### config.mk
export PLATFORM = sky130hd
export DESIGN_NAME = mem_arbiter
export DESIGN_NICKNAME = d
export VERILOG_FILES = /design/src/rtl/mem_arbiter_pkg.sv /design/src/rtl/mem_arb_pick.sv /design/src/rtl/mem_arbiter.sv
export SDC_FILE = /design/constraint.sdc
export NUM_CORES = 1
export LEC_CHECK = 0
export BUFFER_PORTS_ARGS = -buffer_cell sky130_fd_sc_hd__buf_2
export CORE_MARGIN = 2
export CORE_UTILIZATION = 39
export CTS_BUF_LIST = sky130_fd_sc_hd__clkbuf_2 sky130_fd_sc_hd__clkbuf_4 sky130_fd_sc_hd__clkbuf_8
export DETAILED_ROUTE_END_ITERATION = 6
export GPL_TIMING_DRIVEN = 0
export MAX_ROUTING_LAYER = met4
export SLEW_MARGIN = 20
export SYNTH_ARGS = -nofsm -noshare
export SYNTH_HDL_FRONTEND = slang
export SYNTH_SLANG_ARGS = --single-unit
### constraint.sdc
create_clock -name clk_in -period 3.35 [get_ports clk_in]
set_input_delay 0.1675 -clock clk_in [delete_from_list [all_inputs] [get_ports clk_in]]
set_output_delay 0.1675 -clock clk_in [all_outputs]
set_load 0.005 [all_outputs]
### src/rtl/mem_arbiter_pkg.sv
`default_nettype none
// mem_arbiter_pkg: size encodings, FSM states and address/size helpers shared by mem_arbiter. Rev 1.0
package mem_arbiter_pkg;

   localparam logic [1:0] SIZE_BYTE   = 2'd0;
   localparam logic [1:0] SIZE_HALF   = 2'd1;
   localparam logic [1:0] SIZE_WORD   = 2'd2;
   localparam logic [2:0] FETCH_BYTES = 3'd4;

   typedef enum logic [1:0] {
      ST_IDLE    = 2'd0,
      ST_READ    = 2'd1,
      ST_WRITE   = 2'd2,
      ST_IO_WAIT = 2'd3
   } arb_state_t;

   // UART/IO space is any address whose bits [17:16] are both set
   function automatic logic is_io_addr(input logic [31:0] addr);
      return (addr & 32'h0003_0000) == 32'h0003_0000;
   endfunction

   function automatic logic [2:0] size_bytes(input logic [1:0] size);
      case (size)
         SIZE_BYTE: return 3'd1;
         SIZE_HALF: return 3'd2;
         SIZE_WORD: return 3'd4;
         default:   return 3'd4;
      endcase
   endfunction

   function automatic logic [31:0] extend_load(input logic [31:0] raw, input logic [1:0] size,
                                               input logic sgn);
      case (size)
         SIZE_BYTE: return {{24{sgn & raw[7]}}, raw[7:0]};
         SIZE_HALF: return {{16{sgn & raw[15]}}, raw[15:0]};
         default:   return raw;
      endcase
   endfunction

endpackage
`default_nettype wire

### src/rtl/mem_arb_pick.sv
`default_nettype none
// mem_arb_pick: combinational grant selector; fixed load/store priority, or round-robin when
// MEM_ARB_ROUND_ROBIN_EN is defined. Rev 1.0
module mem_arb_pick (
   input  logic if_req,
   input  logic ls_req,
`ifdef MEM_ARB_ROUND_ROBIN_EN
   input  logic last_ls,
`endif
   output logic grant_if,
   output logic grant_ls
);

   always_comb begin
      grant_if = 1'b0;
      grant_ls = 1'b0;
      if (if_req && ls_req) begin
`ifdef MEM_ARB_ROUND_ROBIN_EN
         if (last_ls) grant_if = 1'b1;
         else         grant_ls = 1'b1;
`else
         grant_ls = 1'b1;
`endif
      end else begin
         grant_if = if_req;
         grant_ls = ls_req;
      end
   end

endmodule
`default_nettype wire

### src/rtl/mem_arbiter.sv
`default_nettype none
// mem_arbiter: arbitrates fetch and load/store onto a byte-wide RAM/IO bus.
// Optional MEM_ARB_ROUND_ROBIN_EN selects round-robin grants. Rev 1.0
module mem_arbiter
   import mem_arbiter_pkg::*;
(
   input  logic        clk_in,
   input  logic        rst_n_in,
   input  logic        rdy_in,
   input  logic        clear,
   input  logic        if_req,
   input  logic [31:0] if_addr,
   output logic        if_done,
   output logic [31:0] if_data,
   input  logic        ls_req,
   input  logic        ls_we,
   input  logic [1:0]  ls_size,
   input  logic        ls_signed,
   input  logic [31:0] ls_addr,
   input  logic [31:0] ls_wdata,
   output logic        ls_done,
   output logic [31:0] ls_rdata,
   input  logic [7:0]  mem_din,
   output logic [7:0]  mem_dout,
   output logic [31:0] mem_a,
   output logic        mem_wr,
   input  logic        io_buffer_full
);

   arb_state_t  state, state_nxt;
   logic [2:0]  cnt, nbytes;
   logic [31:0] addr_q, wdata_q, asm_q, asm_nxt;
   logic [1:0]  size_q, rd_idx;
   logic        signed_q, sel_ls;
   logic        stalled;
   logic [7:0]  din_hold, byte_in;
   logic        grant_if, grant_ls, grant_en;
`ifdef MEM_ARB_ROUND_ROBIN_EN
   logic        last_ls;
`endif

   mem_arb_pick u_pick (
      .if_req   (if_req),
      .ls_req   (ls_req),
`ifdef MEM_ARB_ROUND_ROBIN_EN
      .last_ls  (last_ls),
`endif
      .grant_if (grant_if),
      .grant_ls (grant_ls)
   );

   always_comb begin
      state_nxt = state;
      grant_en  = 1'b0;
      mem_a     = '0;
      mem_dout  = '0;
      mem_wr    = 1'b0;
      // The RAM keeps running while rdy_in is low, so the byte due at the first stalled
      // edge is parked in din_hold and consumed on resume.
      byte_in   = stalled ? din_hold : mem_din;
      rd_idx    = cnt[1:0] - 2'd1;
      asm_nxt   = asm_q;
      asm_nxt[{rd_idx, 3'b000} +: 8] = byte_in;
      case (state)
         ST_IDLE: begin
            // No grant while a done pulse is out: the finishing requester still holds req.
            if (!clear && !if_done && !ls_done && (grant_if || grant_ls)) begin
               grant_en = 1'b1;
               if (grant_ls && ls_we)
                  state_nxt = (is_io_addr(ls_addr) && io_buffer_full) ? ST_IO_WAIT : ST_WRITE;
               else
                  state_nxt = ST_READ;
            end
         end
         ST_READ: begin
            if (cnt < nbytes) mem_a = addr_q + {29'd0, cnt};
            if (clear || cnt == nbytes) state_nxt = ST_IDLE;
         end
         ST_WRITE: begin
            mem_a    = addr_q + {29'd0, cnt};
            mem_dout = wdata_q[{cnt[1:0], 3'b000} +: 8];
            mem_wr   = rdy_in;
            if (cnt == nbytes - 3'd1) state_nxt = ST_IDLE;
         end
         ST_IO_WAIT: begin
            if (!io_buffer_full) state_nxt = ST_WRITE;
         end
         default: state_nxt = ST_IDLE;
      endcase
   end

   always_ff @(posedge clk_in or negedge rst_n_in) begin
      if (!rst_n_in) begin
         state    <= ST_IDLE;
         cnt      <= '0;
         nbytes   <= '0;
         addr_q   <= '0;
         wdata_q  <= '0;
         size_q   <= SIZE_BYTE;
         signed_q <= 1'b0;
         sel_ls   <= 1'b0;
         asm_q    <= '0;
         stalled  <= 1'b0;
         din_hold <= '0;
         if_done  <= 1'b0;
         ls_done  <= 1'b0;
         if_data  <= '0;
         ls_rdata <= '0;
`ifdef MEM_ARB_ROUND_ROBIN_EN
         last_ls  <= 1'b0;
`endif
      end else if (rdy_in) begin
         state   <= state_nxt;
         stalled <= 1'b0;
         if_done <= 1'b0;
         ls_done <= 1'b0;
         case (state)
            ST_IDLE: begin
               if (grant_en) begin
                  sel_ls   <= grant_ls;
                  addr_q   <= grant_ls ? ls_addr : if_addr;
                  wdata_q  <= ls_wdata;
                  size_q   <= grant_ls ? ls_size : SIZE_WORD;
                  signed_q <= grant_ls & ls_signed;
                  nbytes   <= grant_ls ? size_bytes(ls_size) : FETCH_BYTES;
                  cnt      <= '0;
                  asm_q    <= '0;
`ifdef MEM_ARB_ROUND_ROBIN_EN
                  last_ls  <= grant_ls;
`endif
               end
            end
            ST_READ: begin
               if (!clear) begin
                  cnt <= cnt + 3'd1;
                  if (cnt != 3'd0) asm_q <= asm_nxt;
                  if (cnt == nbytes) begin
                     if (sel_ls) begin
                        ls_done  <= 1'b1;
                        ls_rdata <= extend_load(asm_nxt, size_q, signed_q);
                     end else begin
                        if_done  <= 1'b1;
                        if_data  <= asm_nxt;
                     end
                  end
               end
            end
            ST_WRITE: begin
               cnt <= cnt + 3'd1;
               if (cnt == nbytes - 3'd1) ls_done <= 1'b1;
            end
            default: cnt <= '0;
         endcase
      end else if (!stalled) begin
         stalled  <= 1'b1;
         din_hold <= mem_din;
      end
   end

endmodule
`default_nettype wire
# --- Word level (Yosys, flattened, before mapping) ---
# Cells that the tools add are included.
classes:
  magnitude_cmp: 1
  reduce_logical: 22
  shift: 3
  muxes: 39
  mul: 0
  n_eq_ne: 15
  div: 0
  n_bitwise: 5
  addsub: 5
ops:
  columns: ["operator", "count"]
  rows:
  - ["case mux 32 bit (2 select lines)", 3]
  - ["two-way mux 32 bit", 5]
  - ["adder 32 x 3 -> 32 bit", 1]
  - ["bitwise mux 32 bit", 1]
  - ["variable shift 8 x 7 -> 32 bit, first input constant", 1]
  - ["variable part select 32 x 6 -> 8 bit", 1]
  - ["variable part select 8 x 7 -> 32 bit", 1]
  - ["AND reduction 5 bit", 4]
  - ["two-way mux 8 bit", 2]
  - ["two-way mux 1 bit", 15]
  - ["inequality test 2 bit, second input constant", 7]
  - ["two-way mux 2 bit", 6]
  - ["two-way mux 3 bit", 3]
  - ["case mux 3 bit (3 select lines)", 1]
  - ["case mux 2 bit (4 select lines)", 1]
  - ["negator 5 -> 7 bit", 1]
  - ["== test 2 x 1 -> 1 bit, second input constant", 3]
  - ["== test 2 bit, second input constant", 3]
  - ["== test 3 bit", 2]
  - ["logical AND 1 bit", 6]
  - ["logical NOT 2 bit", 3]
  - ["case mux 3 bit (2 select lines)", 1]
  - ["AND reduction 3 bit", 2]
  - ["adder 3 x 1 -> 3 bit, second input constant", 1]
  - ["other kinds (10)", 16]
totals:
  latchBits: 0
  ram_bits: 0
  rom_bits: 0
  input_bits: 115
  regBits: 183
  mem_count: 0
  out_inout_bits: 107

# --- Logic depth before layout (Yosys ltp) ---
logic_depth:
  ltp_word: 8
  mapped_depth: 9

# --- By module ---
# A second synthesis with hierarchy kept.
unflattened:
  hier_cells: 842
  hier_area_um2: 9131.3
by_module_without_submodules:
  columns: ["mod", "seq_area_each_um2", "area_each_um2", "cells_each", "n_inst"]
  rows:
  - ["mem_arbiter", 4579.4, 9121.2, 840, 1]
  - ["mem_arb_pick", 0.0, 10.0, 2, 1]

# --- Worst setup path before layout ---
# No wires, ideal clock.
synth_path:
  path_type: "reg-to-output"
  from: "register cnt[1]"
  to: "output mem_a[26]"
  arrival_time_ns: 2.587
  setup_slack_ns: 0.596
  t_required_ns: 3.182
  stages_incl_launch_ff: 9
  path_cell_list: "dfrtp_1 -> clkbuf_1 -> inv_1 -> fa_1 -> nor2b_1 -> o21ai_1 -> or4_1 -> xor2_1 -> nor2_1"
synth_via:
  elab_chain_len: 3
  word_cells_on_any_way: 4
  classes_between: "add/sub: 1; order compare: 1; mux: 2"
synth_lines:
  columns: ["element", "line_no", "rtl"]
  rows:
  - ["from (decl)", "mem_arbiter.sv:31", "logic [2:0] cnt, nbytes;"]
  - ["from (signal assigned)", "mem_arbiter.sv:135", "cnt <= cnt + 3'd1;"]
  - ["from (signal assigned)", "mem_arbiter.sv:149", "cnt <= cnt + 3'd1;"]
  - ["adder 32 x 3 -> 32 bit / less-than comparator 3 bit (equally long branches)", "mem_arbiter.sv:76, mem_arbiter.sv:80", null]
  - ["two-way mux 32 bit", "mem_arbiter.sv:76", "if (cnt < nbytes) mem_a = addr_q + {29'd0, cnt};"]
  - ["case mux 32 bit (2 select lines) (*)", "mem_arbiter.sv:64", "case (state)"]
  - ["to (decl)", "mem_arbiter.sv:25", "output logic [31:0] mem_a,"]
# Every way passes the cells marked *; elsewhere a longest branch is shown, timed or not.

# --- Final worst setup path ---
# Ends and elaborated chain as after synthesis.

==> impl_metrics.env <==
export IMPL_status="finished, final reports clean"
export IMPL_total_power_w=0.00779
export IMPL_grt_usage_pct=22.0
export IMPL_htreeDepth=4
export IMPL_finalWirelength_mm=25.4
export IMPL_finalClockSkew_ps=18.4
export IMPL_clkTransAtPathRegs_ps=110
export IMPL_dr_wl_met2_mm=12.4
export IMPL_fin_crit_sh_pct=94.4
export IMPL_tritoncts="built"
export IMPL_relSlewSlack_pct=44.5
export IMPL_cts_root_buf="clkbuf_8"
export IMPL_die_x_um=156
export IMPL_yosys_warnings=0
export IMPL_avgSynthCellArea_um2=10.7
export IMPL_syn_cell_area_mm2=0.00902
export IMPL_tightestPinTransition_ps=810
export IMPL_grt_max_degree=90
export IMPL_slowest_delay_ps=560
export IMPL_antenna_found_initial=0
export IMPL_dp_hpwl_mm=18.0
export IMPL_gp_congestion=0.834
export IMPL_syn_inst=847
export IMPL_synth_nets=980
export IMPL_layout_common_cells="buf_2, dfrtp_1, nand2_1"
export IMPL_die_area_mm2=0.0244
export IMPL_final_common_cell="buf_2"
export IMPL_fin_util_pct=52.7
export IMPL_wl_met3_mm=1.23
export IMPL_netlist_area_leader_share_pct=50.8
export IMPL_clock_fmax_ghz=0.316
export IMPL_crit_chain="clkbuf_8 -> inv_1 -> fa_1 -> nor2b_2 -> o21ai_2 -> or4_1 -> xor2_1 -> nor2_1 -> buf_2"
export IMPL_synth_edff_count=0
export IMPL_drive_gt1_share_pct=30.0
export IMPL_min_period_ps=3160
export IMPL_overflow=0
export IMPL_synthTopCellsByArea="dfrtp_1, mux2_2, mux2i_1"
export IMPL_rsz0062_at_grt="false"
export IMPL_maxUsedRoutingLayer="met4"
export IMPL_via_count=7564
export IMPL_worstPathArrival_ps=3000
export IMPL_place_worst_setup_slack_ps=-241
export IMPL_setup_viol=0
export IMPL_drc=0
export IMPL_hold_class="input pin to flip-flop"
export IMPL_first_iter_violations=397
export IMPL_area_growth_pct=32.1
export IMPL_cts_made_buffers=17
export IMPL_synth_flop_cell="dfrtp_1"
export IMPL_diodes=0
export IMPL_cts_sinks=183
export IMPL_fin_ws_ps=186
export IMPL_cp_end_kind="output port"
export IMPL_cts_path_max_buffers=2
export IMPL_synth_cell_types=60
export IMPL_grt_pass1_vias=7768
export IMPL_wl_per_cell_um=17.2
export IMPL_rows=55
export IMPL_dr_pass1_iters=4
export IMPL_core_area_mm2=0.0226
export IMPL_crit_type="flip-flop to output port"
export IMPL_vdd_drop_max_uv=292
export IMPL_yosys_area_top_type="dfrtp_1"
export IMPL_power_density_mw_per_mm2=654
export IMPL_grt_pass1_wl_mm=40.9
export IMPL_slowest_stage="or4_1"
export IMPL_wl_met1_mm=11.5
export IMPL_ys_seq_area_share_pct=50.8
export IMPL_cp_required_ps=3180
export IMPL_critPathLaunchType="flip-flop"
export IMPL_hold_violations=0
export IMPL_die_y_um=156
export IMPL_drv_slew=0
export IMPL_postRouteAntennaNets=0
export IMPL_cp_max_fo=10
export IMPL_start_util_pct=39.8
export IMPL_ioPinCount=222
export IMPL_io_buffer_count=220
export IMPL_drv_cap=0
export IMPL_vias_per_cell=5.11
export IMPL_p_leak_nw=5.73
export IMPL_async_flop_share_pct=100
export IMPL_layout_nets=1315
export IMPL_clk_insertion_delay_late_ps=480
export IMPL_ys_seq_elements=183
==> cells in the mapped netlist, types with 2 or more instances <==
master / n
nand2b_1: 4
mux4_2: 8
nor4_1: 4
buf_1: 5
nand4_1: 10
and2_1: 11
and4_1: 4
o21ai_0: 55
nor3_1: 3
o21ai_1: 15
a31oi_1: 2
o22ai_1: 17
inv_2: 2
nand3_1: 15
nor2_1: 70
mux2i_1: 42
nor2b_1: 6
a21oi_1: 36
buf_2: 10
or4_1: 2
xor2_1: 15
a22o_1: 24
nand2_1: 95
o31ai_1: 3
clkbuf_1: 27
ha_1: 17
mux2_2: 64
o2bb2ai_1: 17
nand4b_1: 2
xnor2_1: 15
inv_1: 31
dfrtp_1: 183
and3_1: 6
==> registers in the layout, indices dropped and copies added (netlist names) <==
| name | cells |
|---|---|
| if_data | 32 |
| ls_done | 1 |
| state | 2 |
| wdata_q | 32 |
| if_done | 1 |
| signed_q | 1 |
| cnt | 3 |
| asm_q | 32 |
| nbytes | 3 |
| sel_ls | 1 |
| size_q | 2 |
| addr_q | 32 |
| stalled | 1 |
| din_hold | 8 |
| ls_rdata | 32 |
==> metrics by stage <==
stage | cell area (µm²) | cells | setup TNS, ps | hold WS, ps
after global routing | 11900 | 1480 | 0 | 15.7
after global placement | 10500 | 1352 | -190330 | 399
after CTS | 11900 | 1480 | 0 | 0.903
final | 11900 | 1480 | 0 | 9.21
after detailed placement | 10500 | 1354 | -2450 | 65.8
after floorplan | 9020 | 847 | 0 | -128
==> critical path, delay by kind of cell, from the launching register on <==
family | cells | cell delay [ps]
flops | 1 | 400
buf+inv | 3 | 440
xor+xnor | 1 | 160
compound gates | 1 | 160
fa+ha+maj | 1 | 480
simple gates | 3 | 880
==> cell type report <==
type,instances,area (µm²)
fillers,2070,10700
clock buffers,17,234
well taps,285,357
repair buffers,316,2100
flip-flops and latches,183,4580
clock inverters,15,180
inverters,34,128
multi-input cells,586,4140
plain buffers,44,199
==> cells by family after synthesis <==
group	after synthesis	synth area share (%)
AND/OR/NAND/NOR	243	12.8
multiplexers	115	14.8
buffers and inverters	78	3.51
flip-flops	183	50.8
XOR/XNOR	30	2.91
adder cells (fa/ha/maj)	18	2.58
AO/OA/AOI/OAI	180	12.6
==> per-layer routing <==
metal  up-vias  GRT usage, %
met1      3662          28.4
met3        17          3.69
li1       3661             -
met4         0          5.29
met5         -             -
met2       224          36.5
==> power breakdown <==
part	switching (W)	total [W]	internal [W]
logic	0.00151	0.00285	0.00134
clock network	0.000946	0.00158	0.000637
registers	0.000497	0.00336	0.00286
total	0.00295	0.00779	0.00484
==> final timing paths <==
path,start,end,slack [ps],depth (start not counted)
setup / recovery,cnt[1],mem_a[26],190,9
hold / removal,ls_addr[0],addr_q[0],9,3
setup reg to reg,cnt[0],ls_rdata[28],520,8
hold reg to reg,ls_rdata[3],ls_rdata[3],480,2
max in group asynchronous,rst_n_in,wdata_q[24],2490,3
min in group asynchronous,rst_n_in,ls_rdata[14],150,2
==> what timing repair did <==
action | in CTS | in global routing
endpoints found under the setup margin | 28 | 9
pin swaps | 0 | 0
gates resized for setup | 5 | 3
buffers inserted | 1 | 0
hold buffers | 93 | 0
hold endpoints to repair | 253 | 0
Note: power is estimated with default switching activity, not from simulation.
